[src/rtl/mem_arb_pkg.sv]
// rtl/mem_arb_pkg.sv - shared types and defaults for the memory port arbiter
package mem_arb_pkg;

    typedef enum logic {
        OWNER_INSTR = 1'b0,
        OWNER_DATA  = 1'b1
    } owner_e;

    localparam int DEFAULT_DEPTH = 2;

endpackage

[src/rtl/arb_owner_fifo.sv]
// rtl/arb_owner_fifo.sv - in-order 1-bit owner FIFO tracking outstanding transactions
module arb_owner_fifo #(
    parameter int DEPTH = 2
) (
    input  logic clk,
    input  logic rst,
    input  logic push_i,
    input  logic data_i,
    input  logic pop_i,
    output logic head_o,
    output logic full_o,
    output logic empty_o
);

    localparam int IW = (DEPTH > 1) ? $clog2(DEPTH) : 1;
    localparam int PW = $clog2(DEPTH) + 1;
    // Pointers differ only in the wrap bit when the FIFO is full.
    localparam logic [PW-1:0] WRAP = PW'(1) << (PW - 1);

    logic [DEPTH-1:0] mem_q, mem_d;
    logic [PW-1:0]    wr_ptr_q, wr_ptr_d;
    logic [PW-1:0]    rd_ptr_q, rd_ptr_d;
    logic [IW-1:0]    wr_idx, rd_idx;
    logic             do_push, do_pop;

    generate
        if (DEPTH > 1) begin : g_idx
            assign wr_idx = wr_ptr_q[IW-1:0];
            assign rd_idx = rd_ptr_q[IW-1:0];
        end else begin : g_idx_single
            assign wr_idx = 1'b0;
            assign rd_idx = 1'b0;
        end
    endgenerate

    assign empty_o = (wr_ptr_q == rd_ptr_q);
    assign full_o  = ((wr_ptr_q ^ rd_ptr_q) == WRAP);
    assign head_o  = mem_q[rd_idx];
    assign do_push = push_i & ~full_o;
    assign do_pop  = pop_i & ~empty_o;

    always_comb begin
        mem_d    = mem_q;
        wr_ptr_d = wr_ptr_q;
        rd_ptr_d = rd_ptr_q;
        if (do_push) begin
            mem_d[wr_idx] = data_i;
            wr_ptr_d      = wr_ptr_q + PW'(1);
        end
        if (do_pop) begin
            rd_ptr_d = rd_ptr_q + PW'(1);
        end
    end

    always_ff @(posedge clk or negedge rst) begin
        if (!rst) begin
            mem_q    <= '0;
            wr_ptr_q <= '0;
            rd_ptr_q <= '0;
        end else begin
            mem_q    <= mem_d;
            wr_ptr_q <= wr_ptr_d;
            rd_ptr_q <= rd_ptr_d;
        end
    end

endmodule

[src/rtl/mem_port_arbiter.sv]
// rtl/mem_port_arbiter.sv - round-robin arbiter sharing one OBI memory slave between instr and data ports
module mem_port_arbiter
    import mem_arb_pkg::*;
#(
    parameter int DEPTH = DEFAULT_DEPTH
) (
    input  logic        clk,
    input  logic        rst,

    input  logic        instr_req_i,
    input  logic [31:0] instr_addr_i,
    output logic        instr_gnt_o,
    output logic        instr_rvalid_o,
    output logic [31:0] instr_rdata_o,
    output logic [6:0]  instr_rdata_intg_o,
    output logic        instr_err_o,

    input  logic        data_req_i,
    input  logic [31:0] data_addr_i,
    input  logic        data_we_i,
    input  logic [3:0]  data_be_i,
    input  logic [31:0] data_wdata_i,
    output logic        data_gnt_o,
    output logic        data_rvalid_o,
    output logic [31:0] data_rdata_o,
    output logic [6:0]  data_rdata_intg_o,
    output logic        data_err_o,

    output logic        mem_req_o,
    output logic [31:0] mem_addr_o,
    output logic        mem_we_o,
    output logic [3:0]  mem_be_o,
    output logic [31:0] mem_wdata_o,
    input  logic        mem_gnt_i,
    input  logic        mem_rvalid_i,
    input  logic [31:0] mem_rdata_i,
    input  logic [6:0]  mem_rdata_intg_i,
    input  logic        mem_err_i,

    output logic        orphan_o
);

    owner_e last_sel_q, last_sel_d;
    owner_e sel;
    owner_e head_owner;
    logic   orphan_q, orphan_d;
    logic   fifo_full, fifo_empty, head_bit;
    logic   instr_elig, data_elig, accept, pop;

    // Gating with rst keeps every grant low while reset is held, even with requests pending.
    assign instr_elig = instr_req_i & ~fifo_full & rst;
    assign data_elig  = data_req_i  & ~fifo_full & rst;

    always_comb begin
        sel = OWNER_INSTR;
        if (instr_elig && data_elig) begin
            sel = (last_sel_q == OWNER_INSTR) ? OWNER_DATA : OWNER_INSTR;
        end else if (data_elig) begin
            sel = OWNER_DATA;
        end
    end

    assign mem_req_o = instr_elig | data_elig;
    assign accept    = mem_req_o & mem_gnt_i;

    always_comb begin
        mem_addr_o  = instr_addr_i;
        mem_we_o    = 1'b0;
        mem_be_o    = 4'hF;
        mem_wdata_o = '0;
        if (sel == OWNER_DATA) begin
            mem_addr_o  = data_addr_i;
            mem_we_o    = data_we_i;
            mem_be_o    = data_be_i;
            mem_wdata_o = data_wdata_i;
        end
    end

    assign instr_gnt_o = accept & (sel == OWNER_INSTR);
    assign data_gnt_o  = accept & (sel == OWNER_DATA);

    assign head_owner = owner_e'(head_bit);
    assign pop        = mem_rvalid_i & ~fifo_empty;

    assign instr_rvalid_o     = pop & (head_owner == OWNER_INSTR);
    assign data_rvalid_o      = pop & (head_owner == OWNER_DATA);
    assign instr_rdata_o      = mem_rdata_i;
    assign instr_rdata_intg_o = mem_rdata_intg_i;
    assign instr_err_o        = mem_err_i;
    assign data_rdata_o       = mem_rdata_i;
    assign data_rdata_intg_o  = mem_rdata_intg_i;
    assign data_err_o         = mem_err_i;

    assign last_sel_d = accept ? sel : last_sel_q;
    assign orphan_d   = orphan_q | (mem_rvalid_i & fifo_empty);
    assign orphan_o   = orphan_q;

    always_ff @(posedge clk or negedge rst) begin
        if (!rst) begin
            last_sel_q <= OWNER_DATA;
            orphan_q   <= 1'b0;
        end else begin
            last_sel_q <= last_sel_d;
            orphan_q   <= orphan_d;
        end
    end

    arb_owner_fifo #(
        .DEPTH (DEPTH)
    ) u_owner_fifo (
        .clk     (clk),
        .rst     (rst),
        .push_i  (accept),
        .data_i  (logic'(sel)),
        .pop_i   (pop),
        .head_o  (head_bit),
        .full_o  (fifo_full),
        .empty_o (fifo_empty)
    );

endmodule

[config.mk]
export PLATFORM = sky130hd
export DESIGN_NAME = mem_port_arbiter
export DESIGN_NICKNAME = d
export VERILOG_FILES = /design/src/rtl/mem_arb_pkg.sv /design/src/rtl/arb_owner_fifo.sv /design/src/rtl/mem_port_arbiter.sv
export SDC_FILE = /design/constraint.sdc
export NUM_CORES = 1
export LEC_CHECK = 0
export ABC_AREA = 1
export BUFFER_PORTS_ARGS = -buffer_cell sky130_fd_sc_hd__buf_2
export CAP_MARGIN = 20
export CORE_AREA = 2 2 117 119
export CTS_CLUSTER_DIAMETER = 80
export DETAILED_ROUTE_END_ITERATION = 12
export DIE_AREA = 0 0 119 121
export RECOVER_POWER = 50
export SETUP_SLACK_MARGIN = 0.05
export SYNTH_ARGS = -nofsm -noshare
export SYNTH_HDL_FRONTEND = slang
export SYNTH_HIERARCHICAL = 1
export SYNTH_SLANG_ARGS = --single-unit
export TNS_END_PERCENT = 20
[constraint.sdc]
create_clock -name clk -period 1.7 [get_ports clk]
set_input_delay 0.17 -clock clk [delete_from_list [all_inputs] [get_ports clk]]
set_output_delay 0.17 -clock clk [all_outputs]
set_load 0.1 [all_outputs]
# ---- Word level (Yosys, flattened, before mapping)
# Index checks and enable logic that the tools add are counted.
dict set report op_classes {
  n_addsub 2
  n_lt_le_gt_ge 3
  n_eq_ne 2
  mux 12
  bitwise 20
  reduce_logical 2
}
# cell n
set op_table {}
lappend op_table {{$mux W32} 2}
lappend op_table {{$and A1 B1 Y1} 13}
lappend op_table {{$mux W1} 7}
lappend op_table {{$add A2 B1 Y2 const B} 2}
lappend op_table {{$lt A1 B2 Y1 const B} 2}
lappend op_table {{$mux W4} 1}
lappend op_table {{$not A1 Y1} 4}
lappend op_table {{$bwmux W2} 1}
lappend op_table {{$eq A2 B2 Y1} 1}
lappend op_table {{$eq A2 B2 Y1 const B} 1}
lappend op_table {{$logic_and A1 B1 Y1} 2}
lappend op_table {{$or A1 B1 Y1} 2}
lappend op_table {{$xor A2 B2 Y2} 1}
lappend op_table {{$demux W1 S1} 1}
lappend op_table {{$ge A1 B1 Y1 const B} 1}
dict set report totals {
  register_bits 8
  in_bits 147
  out_inout_bits 155
  word_cells 46
}

# ---- Longest topological paths before layout
# Gate-level depths: netlist of the first run.
dict set report logic_depth {
  word_depth 9
  mapped_depth 11
  ltp_nobuf 11
}

# ---- Modules after synthesis
# Netlist of the first run, hierarchy kept.
# module instances cells_per_inst area_per_inst_um2 seq_area_each_um2
set modules_own_cells {}
lappend modules_own_cells {mem_port_arbiter 1 295 1679.1 51.3}
lappend modules_own_cells {arb_owner_fifo 1 45 320.3 150.1}

# ---- Least setup slack after synthesis of the first run
# No wires, ideal clock.
dict set report synth_path {
  path_type {reg2out}
  startpoint {register u_owner_fifo.wr_ptr_q[0]}
  endpoint {output port instr_rvalid_o}
  arrival_time_ns 2.840
  required_ns 1.530
  slack_ns -1.310
  path_stages_with_launch 7
  n_path_buf 0
  cell_sequence {dfrtp_1 inv_1 nand2_1 nand2_2 nand3_1 inv_1 nor3_1}
}
dict set report synth_between {
  elab_chain_cells 4
}
# item line
set synth_rtl {}
lappend synth_rtl {{from (decl)} arb_owner_fifo.sv:21} ;# logic [PW-1:0] wr_ptr_q, wr_ptr_d;
lappend synth_rtl {{from (signal assigned)} arb_owner_fifo.sv:62} ;# wr_ptr_q <= wr_ptr_d;
lappend synth_rtl {{$eq A2 B2 Y1} arb_owner_fifo.sv:36} ;# assign empty_o = (wr_ptr_q == rd_ptr_q);
lappend synth_rtl {{via fifo_empty} mem_port_arbiter.sv:47} ;# logic fifo_full, fifo_empty, head_bit;
lappend synth_rtl {{$not A1 Y1} mem_port_arbiter.sv:83} ;# assign pop = mem_rvalid_i & ~fifo_empty;
lappend synth_rtl {{$and A1 B1 Y1} mem_port_arbiter.sv:83}
lappend synth_rtl {{$and A1 B1 Y1} mem_port_arbiter.sv:85} ;# assign instr_rvalid_o = pop & (head_owner == OWNER_INSTR);
lappend synth_rtl {{to (decl)} mem_port_arbiter.sv:13} ;# output logic instr_rvalid_o,
# The timed path passes the listed nets, and every way through them passes these cells.

# ---- Worst setup path in the final report of the first run
dict set report layout_path {
  startpoint {register u_owner_fifo.wr_ptr_q[1]}
  endpoint {output port mem_addr_o[8]}
}
dict set report layout_between {
  elab_chain_cells 8
  word_cells_on_any_way 11
  classes_between {1 x eq/ne; 3 x mux; 6 x bitwise; 1 x reduce/logical}
}
# item line
set layout_rtl {}
lappend layout_rtl {{$xor A2 B2 Y2 (*)} arb_owner_fifo.sv:37} ;# assign full_o = ((wr_ptr_q ^ rd_ptr_q) == WRAP);
lappend layout_rtl {{$eq A2 B2 Y1 (*)} arb_owner_fifo.sv:37}
lappend layout_rtl {{via fifo_full} mem_port_arbiter.sv:47}
lappend layout_rtl {{$not A1 Y1 (*)} {mem_port_arbiter.sv:51, mem_port_arbiter.sv:52}}
lappend layout_rtl {{$and A1 B1 Y1 (on tied branches) (2 in a row)} {mem_port_arbiter.sv:52, mem_port_arbiter.sv:51}}
lappend layout_rtl {{$mux W1 or $logic_and A1 B1 Y1 (tied branches)} {mem_port_arbiter.sv:58, mem_port_arbiter.sv:56}}
lappend layout_rtl {{$mux W1 (*)} mem_port_arbiter.sv:56} ;# if (instr_elig && data_elig) begin
lappend layout_rtl {{$mux W32 (*)} mem_port_arbiter.sv:71} ;# if (sel == OWNER_DATA) begin
lappend layout_rtl {{to (decl)} mem_port_arbiter.sv:30} ;# output logic [31:0] mem_addr_o,
# The timed path passes the listed nets; every way through them passes the cells marked *.

==> metrics.md, run 1 <==
| Metric | Value |
|---|---|
| Status | complete, but fails checks |
| Failing checks | setup timing |
| Unique cell type count in the Yosys netlist | 21 |
| Dpl cells | 623 |
| Vias | 2,533 |
| Ant diodes | 0 |
| DIE HEIGHT | 121 um |
| Most common cell in the netlist | nand2_1 |
| Seq pwr share | 5.2% |
| Leakage Power | between 0.002 and 0.0025 uW |
| Register area share after synthesis | around a tenth |
| Post-synth top area share | 30.04% |
| Sink Count | 8 |
| Cell Area, Synth | roughly 2000 um2 |
| DRT iter0 DRCs | 82 |
| Top post-synthesis cells by count | nand2_1, buf_4, inv_1 |
| Min Tclk post-route | 2.015 ns |
| Fillers | 1,317 |
| CP Capture Type | output pin |
| # DRC | 0 |
| I/O pin count | 302 |
| Largest net degree at the start of global routing | 27 |
| Die Wd | 119 um |
| Crit path max fanout | 6 |
| Final net count | 615 |
| Synth top area cells | buf_4, nand2_1, nand4_1 |
| Final wirelength | 8957 um |
| Post-route clock skew | 0.001644 ns |
| RSZ-0062 raised after global routing | yes |
| Core Box Area | 13,090 um2 |
| H-tree Lvls | 1 |
| Yosys warns | 6 |
| CTS tree | built |
| Max-slew headroom | between 60% and 70% |
| CP required | 1.53 ns |
| Average wire per standard cell | around 14 um |
| Int Pwr | 2810 uW |
| WP data arrival | 1.85 ns |
| Design area | 4686 um2 |
| Tcrit/Tclk final | 118.6% |
| FF+latch count, synth | 8 |
| Post-route setup slack | -0.3154 ns |
| Worst slew pin tran | 0.4864 ns |
| Psw | 3918 uW |
| Prevailing post-synth register cell | dfrtp_1 |
| Initial core utilization | 15.28% |
| Post-synth EDFFs | 0 |
| Final Max Slew Viols | 0 |
| TritonRoute pass-1 iters | 4 |
| Post-Layout Cell Count | 643 |
| Worst r2r path cells | 13 |
| Syn nets | 487 |
| Syn Inst Count | 340 |
| Gr ovfl total | 0 |
| Placer Congestion | 0.7875 |
| Final ANT Viol Nets | 0 |
| Vias in the first global route | between 2k and 3k |
| Max VDD drop | 0.5708 mV |
| Worst min-delay path category | input pin to async pin |
| Placed wire-length estimate | 7043 um |
| Comb pwr share | 88.6% |
| Fraction of layout cells with a size suffix above 1 | 74.09% |
| Power Density | ~1400 nW/um2 |
| Worst-skew pair later-pin latency | around 0.24 ns |
| Total negative slack | -20.27 ns |
| Die Area | 14,400 um2 |
| Asr flop ratio synth | 100.0% |
| Worst r2r dst | u_owner_fifo/wr_ptr_q[1]$_DFFE_PN0P_ |
| Max Freq | 496.2 MHz |
| R2r startpoint | u_owner_fifo/wr_ptr_q[1]$_DFFE_PN0P_ |
| CP Launch Type | flop |
| Initial antenna violation count | 0 |
| Maxcap violations | 0 |
| Fin. Hold Viols | 0 |
| Clock power frac | 6.1% |
| Row cnt | 42 |
| Avg Inst Size Synth | a little under 6 um2 |
| Clock-pin slew on the worst setup and hold paths | around 0.040 ns |
| Setup CP Type | flop to output pin |
| # port buffers | 181 |
| Final setup vio count | 73 |
| CTS Buf Count | 3 |
| Tot GR Track Use | 11.72% |
| Largest area contributor in the netlist | buf_4 |
| Via density | a little under 4 |
| Sw frac | 58.23% |
| P&R area growth vs syn | 134.4% |
| Setup WS pre-CTS | -0.2134 ns |
| Placed instance area | around 4100 um2 |
| Root Buffer | clkbuf_16 |
| R2R Setup Slk | approximately 0.040 ns |
| Clk buf depth | 2 |
| First-pass GRT wire length | 13,500 um |
==> layout by cell type (no fill, tap or decap), drive strengths merged <==
cell type	count
dfrtp	7
nor2	37
inv	52
dfstp	1
nand3	9
dlygate4sd3	1
nor3	1
nand2	97
xor2	1
nand4	36
and3	1
clkbuf	7
o21bai	1
buf	216
==> power groups by stage <==
stage / registers (uW) / clock network (uW) / logic [uW]
2_1_floorplan: 355 / 0 / 4310
3_3_place_gp: 344 / 0 / 5310
3_5_place_dp: 347 / 0 / 5330
4_1_cts: 350 / 420 / 5790
5_1_grt: 362 / 439 / 6220
6_report: 352 / 413 / 5960
==> worst max-delay path by stage <==
stage	to	slack, ns	cells past startpoint	startpoint
after global placement	mem_addr_o[8]	-0.14	11	u_owner_fifo/wr_ptr_q[1]$_DFFE_PN0P_
after global routing	mem_addr_o[13]	-0.42	12	u_owner_fifo/wr_ptr_q[1]$_DFFE_PN0P_
final	mem_addr_o[8]	-0.32	12	u_owner_fifo/wr_ptr_q[1]$_DFFE_PN0P_
after CTS	mem_addr_o[12]	-0.32	11	u_owner_fifo/rd_ptr_q[0]$_DFFE_PN0P_
after detailed placement	u_owner_fifo/wr_ptr_q[1]$_DFFE_PN0P_	-0.21	12	u_owner_fifo/wr_ptr_q[1]$_DFFE_PN0P_
after floorplan	mem_wdata_o[11]	-0.21	10	u_owner_fifo/rd_ptr_q[0]$_DFFE_PN0P_
==> critical path, stage by stage, from the launching register on <==
cell     delay, ns
dfrtp_1       0.38
inv_2         0.06
nand2_2       0.07
nand2_2       0.07
nand2_4       0.08
inv_4         0.04
nor2_4        0.13
nand3_4       0.15
buf_8         0.18
buf_12        0.15
nand2_4       0.06
nand2_4       0.06
buf_12        0.17
==> registers in the layout, indices dropped and copies added (netlist names) <==
| name | count |
|---|---|
| u_owner_fifo/mem_q | 2 |
| orphan_o | 1 |
| u_owner_fifo/wr_ptr_q | 2 |
| last_sel_q | 1 |
| u_owner_fifo/rd_ptr_q | 2 |
==> routing by layer <==
| layer | track usage [%] | vias to the layer above | routed length, um |
|---|---|---|---|
| li1 | - | 1223 | - |
| met1 | 13.41 | 1115 | 3322 |
| met2 | 19.65 | 168 | 4426 |
| met3 | 4.746 | 27 | 986 |
| met4 | 4.315 | 0 | 221 |
| met5 | 0 | - | 0 |
==> per-stage QoR <==
| step | hold slack [ns] | total power, uW | util (%) |
|---|---|---|---|
| 2_1_floorplan | -0.1256 | 4664 | - |
| 3_3_place_gp | 0.1440 | 5656 | 31.08 |
| 3_5_place_dp | 0.1351 | 5676 | 31.08 |
| 4_1_cts | 0.02646 | 6565 | 34.20 |
| 5_1_grt | 0.1571 | 7019 | 35.81 |
| 6_report | 0.1337 | 6728 | 35.81 |
==> what timing repair did <==
| item | in CTS | in global routing |
|---|---|---|
| gates cloned | 2 | 2 |
| hold endpoints to repair | 7 | 0 |
| hold buffers | 1 | 0 |
| endpoints found under the setup margin | 77 | 78 |
| pin swaps | 19 | 14 |
| setup buffers | 10 | 2 |
| resized for setup | 56 | 39 |
==> cell type report <==
cell class | count | area (um2) | share of cell area [%]
Inverter | 52 | 200.2 | 4.272
Timing Repair Buffer | 220 | 2520 | 53.78
Clock buffer | 4 | 78.83 | 1.682
Sequential cell | 8 | 201.4 | 4.299
Multi-Input combinational cell | 183 | 1465 | 31.27
Tap cell | 176 | 220.2 | 4.700
==> cell families after synthesis <==
family / Yosys count / synth area share (%)
buffers and inverters: 149 / 45.49
xor gates and xnor gates: 1 / 0.4381
and+or+nand+nor: 181 / 43.62
DFF: 8 / 10.08
AOI/OAI and AO/OA: 1 / 0.3756
(Power assumes the default switching activity.)
==> run 2, diff against run 1 <==
- PLACE_DENSITY: default -> 0.52
==> run 2 against run 1 <==
Compared with the run above: the flow still finishes with violations (setup timing); critical path depth decreased by 1; first-iteration DRC count shrank 32%; final area shrank 5.2%; fmax increased by 0.29%; worst hold slack improved by 0.075 ns; count of clock-buffer cells in the layout did not move; critical endpoint is now mem_wdata_o[12].
==> metrics.md, run 2 (synthesis results as in run 1) <==
| Metric | Value |
|---|---|
| Min Tclk post-route | 2.010 ns (-0.005799 ns) |
| Commonest non-fill, non-tap cells in the layout | buf_2, buf_12, nand2_1, inv_1 |
| Post-route clock skew | 0.002546 ns (+0.0009023 ns) |
| Failing checks | setup timing |
| Initial core utilization | 15.28% (unchanged) |
| CP Launch Type | flop |
| Final Max Slew Viols | 0 (unchanged) |
| Tot GR Track Use | 10.76% (-0.97 points) |
| Setup CP Type | flop to output pin |
| H-tree Lvls | 1 (unchanged) |
| CP max stage cell | dfrtp_1 |
| Row cnt | 42 (unchanged) |
| Sink Count | 8 (unchanged) |
| Via density | 3.828 (-2.8%) |
| Average wire per standard cell | 12.91 um (-7.3%) |
| P&R area growth vs syn | 122.2% |
| Crit-path max cell delay | 0.38 ns (about the same) |
| CP Capture Type | output pin |
| Crit-path leading delay family | buffers and inverters |
| Core Box Area | 13,090 um2 (unchanged) |
| Setup WS pre-CTS | -0.1339 ns (+0.07955 ns) |
| Power Density | 1441 nW/um2 (+0.39%) |
| CTS Buf Count | 3 (unchanged) |
| Status | complete, but fails checks |
| Die Wd | 119 um (unchanged) |
| TritonRoute pass-1 iters | 4 (unchanged) |
| DIE HEIGHT | 121 um (unchanged) |
| # DRC | 0 (unchanged) |
| Worst slew pin tran | 0.4886 ns (+0.002169 ns) |
| Tcrit/Tclk final | 118.2% (-0.34 points) |
| CP bufs+invs | 5 (unchanged) |
| Psw | 3784 uW (-3.4%) |
| Final ANT Viol Nets | 0 (unchanged) |
| Fillers | 1,332 (+1.1%) |
| Crit path max fanout | 6 (unchanged) |
| Initial antenna violation count | 0 (unchanged) |
| Vias | 2,454 (-3.1%) |
| Post-route setup slack | -0.3096 ns (+0.005799 ns) |
| Clk buf depth | 2 (unchanged) |
| Die Area | 14,400 um2 (unchanged) |
| Gr ovfl total | 0 (unchanged) |
| Largest net degree at the start of global routing | 35 (+30%) |
| Fraction of layout cells with a size suffix above 1 | 68.17% (-5.9 points) |
| Final setup vio count | 72 (-1.4%) |
| Final net count | 613 (-0.33%) |
| Maxcap violations | 0 (unchanged) |
| Placed wire-length estimate | 6835 um (-3.0%) |
| Worst min-delay path category | input pin to flop |
| Max-slew headroom | 67.65% (-0.14 points) |
| CP required | 1.53 ns (about the same) |
| CTS tree | built |
| Fin. Hold Viols | 0 (unchanged) |
| Max Freq | 497.6 MHz (+0.29%) |
| Seq pwr share | 5.5% (+0.3 points) |
| Int Pwr | 2620 uW (-6.7%) |
| Comb pwr share | 88.2% (-0.4 points) |
| # port buffers | 181 (unchanged) |
| Most common cell after layout, fill and taps aside | buf_2 |
| Fin util | 33.95% (-1.9 points) |
| Biggest regs | u_owner_fifo/mem_q (2), u_owner_fifo/rd_ptr_q (2), u_owner_fifo/wr_ptr_q (2) |
| WP data arrival | 1.84 ns (about the same) |
| Leakage Power | 0.002253 uW (-3.0%) |
| Final wirelength | 8274 um (-7.6%) |
| CP cell instances | inv_2, nand2_2, nand2_2, nand2_4, inv_4, nor2_4, nand3_4, buf_12, clkbuf_16, nor2_4, buf_12 |
| Root Buffer | clkbuf_16 |
| Clock power frac | 6.4% (+0.3 points) |
| DRT iter0 DRCs | 56 (-32%) |
| Vias in the first global route | 2,391 (-5.0%) |
| Clock-pin slew on the worst setup and hold paths | 0.04 ns (about the same) |
| RSZ-0062 raised after global routing | yes |
| Worst Hold Margin | 0.2090 ns (+0.07536 ns) |
| First-pass GRT wire length | 12,400 um (-8.2%) |
| Sw frac | 59.08% (+0.85 points) |
| Max VDD drop | 0.5735 mV (+0.46%) |
| Placer Congestion | 0.6944 (-12%) |
| Ant diodes | 0 (unchanged) |
| I/O pin count | 302 (unchanged) |
| Worst-skew pair later-pin latency | 0.23 ns (about the same) |
==> run 2: repair_timing <==
action                                 in CTS  in global routing
setup endpoints to repair                  78                 78
resized for setup                          22                 22
cloned                                      0                  2
endpoints found under the hold margin       7                  0
hold buffers                                1                  0
buffers inserted                            5                  3
pin swaps                                   2                  4
==> run 2: stage by stage <==
step / TNS, ns / power [uW] / std cells / instance area (um2)
after global placement: -1.541 / 5725 / 626 / 4079
after global routing: -25.49 / 6681 / 641 / 4443
after CTS: -16.73 / 6296 / 636 / 4294
final: -18.35 / 6405 / 641 / 4443
after floorplan: -8.236 / 4664 / 340 / 2369
after detailed placement: -1.854 / 5723 / 626 / 4079
==> run 2: area by class of cell <==
cell class              instances  area, um2  share of cell area, %
flip-flops and latches          8      201.4                  4.534
clock buffers                   4      78.83                  1.774
well taps                     176      220.2                  4.956
inverters                      52      197.7                  4.449
multi-input cells             183       1320                  29.71
repair buffers                218       2425                  54.58
==> run 2: final timing paths <==
path,cells after the start,from,slack [ns],endpoint
max reg2reg,12,u_owner_fifo/wr_ptr_q[1]$_DFFE_PN0P_,0,u_owner_fifo/wr_ptr_q[1]$_DFFE_PN0P_
max,11,u_owner_fifo/wr_ptr_q[1]$_DFFE_PN0P_,-0.31,mem_wdata_o[12]
min in group asynchronous,3,rst,0.47,u_owner_fifo/mem_q[0]$_DFFE_PN0P_
min,3,mem_gnt_i,0.21,last_sel_q$_DFFE_PN1P_
max in group asynchronous,3,rst,1.02,last_sel_q$_DFFE_PN1P_
min reg2reg,1,orphan_o$_DFF_PN0_,0.47,orphan_o$_DFF_PN0_
==> run 2: power groups by stage <==
stage | sequential [uW] | combinational, uW | clock, uW
floorplan | 355 | 4310 | 0
global placement | 346 | 5380 | 0
detailed placement | 347 | 5380 | 0
CTS | 345 | 5530 | 418
global route | 362 | 5890 | 426
finish | 350 | 5650 | 408
==> run 2: tightest hold or removal path, stage by stage <==
cell,delay [ns]
buf_2,0.11
nand4_1,0.10
nand2_1,0.06
==> run 2: layer usage <==
metal	track usage (%)	wire length (um)
met3	4.323	936
met2	18.53	4045
met5	0	0
met1	12.62	3198
met4	2.158	93
==> run 3, diff against run 2 <==
- CAP_MARGIN: 20 -> default
- PLACE_DENSITY: 0.52 -> 0.47
==> run 3 against run 2 <==
Compared with the run above: highest routed layer unchanged; utilization is 2.3 points higher; via count grew 4.5%; clock skew is 0.0012 ns lower; the run still ends with setup timing left; combinational power grew 9.4%; count of clock-buffer cells in the layout stayed put.
==> metrics.md, run 3 (synthesis results as in run 1) <==
| Metric | Value |
|---|---|
| Most common cell after layout, fill and taps aside | buf_2 |
| Final Max Slew Viols | 0 (unchanged) |
| Failing checks | setup timing |
| Via density | 3.939 (+2.9%) |
| Leakage Power | 0.002368 uW (+5.1%) |
| Final wirelength | 9720 um (+17%) |
| Vias | 2,564 (+4.5%) |
| Post-route clock skew | 0.001381 ns (-0.001166 ns) |
| Fraction of layout cells with a size suffix above 1 | 72.78% (+4.6 points) |
| Initial core utilization | 15.28% (unchanged) |
| Seq pwr share | 5.1% (-0.4 points) |
| Maxcap violations | 0 (unchanged) |
| Placer Congestion | 0.7278 (+4.8%) |
| Post-Layout Cell Count | 651 (+1.6%) |
| Root Buffer | clkbuf_16 |
| Fin util | 36.21% (+2.3 points) |
| Dpl cells | 618 (-1.3%) |
| Worst-skew pair later-pin latency | 0.23 ns (about the same) |
| I/O pin count | 302 (unchanged) |
| Worst Hold Margin | 0.2438 ns (+0.03475 ns) |
| Fillers | 1,304 (-2.1%) |
| Max-slew headroom | 67.80% (+0.15 points) |
| Worst slew pin tran | 0.4863 ns (-0.002273 ns) |
| Post-route setup slack | -0.3758 ns (-0.06620 ns) |
| Power Density | 1466 nW/um2 (+1.7%) |
| CP required | 1.53 ns (about the same) |
| Placed wire-length estimate | 7165 um (+4.8%) |
| RSZ-0062 raised after global routing | yes |
| Die Area | 14,400 um2 (unchanged) |
| Crit path max fanout | 8 (+2) |
| Max Freq | 481.7 MHz (-3.2%) |
| CTS tree | built |
| DRT iter0 DRCs | 68 (+21%) |
| Row cnt | 42 (unchanged) |
| Total negative slack | -24.52 ns (-6.177 ns) |
| Clock-pin slew on the worst setup and hold paths | 0.04 ns (about the same) |
| Clk buf depth | 2 (unchanged) |
| Worst min-delay path category | input pin to flop |
| Gr ovfl total | 0 (unchanged) |
| Fin. Hold Viols | 0 (unchanged) |
| # DRC | 0 (unchanged) |
| First-pass GRT wire length | 13,790 um (+11%) |
| Sink Count | 8 (unchanged) |
| Sequential Area | 201.4 um2 (unchanged) |
| Final ANT Viol Nets | 0 (unchanged) |
| Average wire per standard cell | 14.93 um (+16%) |
| CP Launch Type | flop |
| DIE HEIGHT | 121 um (unchanged) |
| P&R area growth vs syn | 137.0% |
| Tcrit/Tclk final | 122.1% (+3.9 points) |
| # port buffers | 181 (unchanged) |
| Status | complete, but fails checks |
| Max VDD drop | 0.5409 mV (-5.7%) |
| WP data arrival | 1.91 ns (+0.07 ns) |
| Biggest regs | u_owner_fifo/mem_q (2), u_owner_fifo/rd_ptr_q (2), u_owner_fifo/wr_ptr_q (2) |
| Sw frac | 57.54% (-1.5 points) |
| Clock power frac | 5.9% (-0.5 points) |
| Vias in the first global route | 2,672 (+12%) |
| Largest net degree at the start of global routing | 21 (-40%) |
| Int Pwr | 2950 uW (+13%) |
| Die Wd | 119 um (unchanged) |
| Psw | 3998 uW (+5.6%) |
| Comb pwr share | 89.0% (+0.8 points) |
| Core Box Area | 13,090 um2 (unchanged) |
| Commonest non-fill, non-tap cells in the layout | buf_2, buf_12, inv_1 |
| Final setup vio count | 75 (+4.2%) |
| CTS Buf Count | 3 (unchanged) |
| H-tree Lvls | 1 (unchanged) |
| Tot GR Track Use | 12.15% (+1.4 points) |
| Initial antenna violation count | 1 (+1) |
| Multi-input logic area | 1450 um2 (+9.9%) |
| CP Capture Type | output pin |
| Final net count | 622 (+1.5%) |
| TritonRoute pass-1 iters | 6 (+2) |
| Pwr Total | 6947 uW (+8.5%) |
| Setup CP Type | flop to output pin |
| Min Tclk post-route | 2.076 ns (+0.06620 ns) |
## run 3: routing by layer
layer	vias to the layer above	part of all wire, %	GRT usage, %
met4	0	2.6	3.943
met3	28	8.0	3.477
met1	1157	35	12.74
met2	150	55	23.20
li1	1229	-	-
met5	-	0	0
## run 3: per-stage QoR
step	setup slack (ns)	area [um2]
after floorplan	-0.2150	2369
after global placement	-0.1063	3994
after detailed placement	-0.1180	3994
after CTS	-0.3500	4466
after global routing	-0.4665	4738
final	-0.3758	4738
## run 3: worst paths after layout
kind / from / end / slack [ns] / cells past startpoint
setup / recovery: u_owner_fifo/wr_ptr_q[1]$_DFFE_PN0P_ / mem_wdata_o[28] / -0.38 / 11
hold / removal: mem_gnt_i / last_sel_q$_DFFE_PN1P_ / 0.24 / 3
setup reg to reg: u_owner_fifo/wr_ptr_q[1]$_DFFE_PN0P_ / u_owner_fifo/wr_ptr_q[1]$_DFFE_PN0P_ / -0.30 / 15
hold reg to reg: last_sel_q$_DFFE_PN1P_ / last_sel_q$_DFFE_PN1P_ / 0.47 / 2
max in group asynchronous: rst / u_owner_fifo/mem_q[0]$_DFFE_PN0P_ / 0.87 / 3
min in group asynchronous: rst / last_sel_q$_DFFE_PN1P_ / 0.54 / 2
## run 3: area by class of cell
class / instances / area share [%]
Inverter: 52 / 4.172
Sequential cell: 8 / 4.251
Multi-Input combinational cell: 183 / 30.60
Tap cell: 176 / 4.647
Timing Repair Buffer: 227 / 54.61
Antenna cell: 1 / 0.05281
Clock buffer: 4 / 1.664
## run 3: power by group through the flow
stage               Clock (uW)  Sequential (uW)  Combinational (uW)
finish                     409              354                6180
global route               428              364                6450
CTS                        419              345                5890
detailed placement           0              352                5290
global placement             0              350                5240
floorplan                    0              355                4310
## run 3: repair_timing
item | CTS | global route
gates resized for setup | 54 | 37
buffers inserted | 16 | 5
hold endpoints to repair | 8 | 1
endpoints found under the setup margin | 75 | 78
cloned | 3 | 3
hold buffers | 1 | 1
pin swaps | 17 | 10
## run 3: worst max-delay path: stages, from the launching register on
cell and delay (ns):
dfrtp_1 0.40, inv_2 0.07, nand2_2 0.08, nand2_2 0.08, nand2_4 0.09, inv_4 0.04
nor2_4 0.13, nand3_4 0.11, buf_12 0.20, buf_16 0.16, nor2_4 0.13, buf_12 0.18
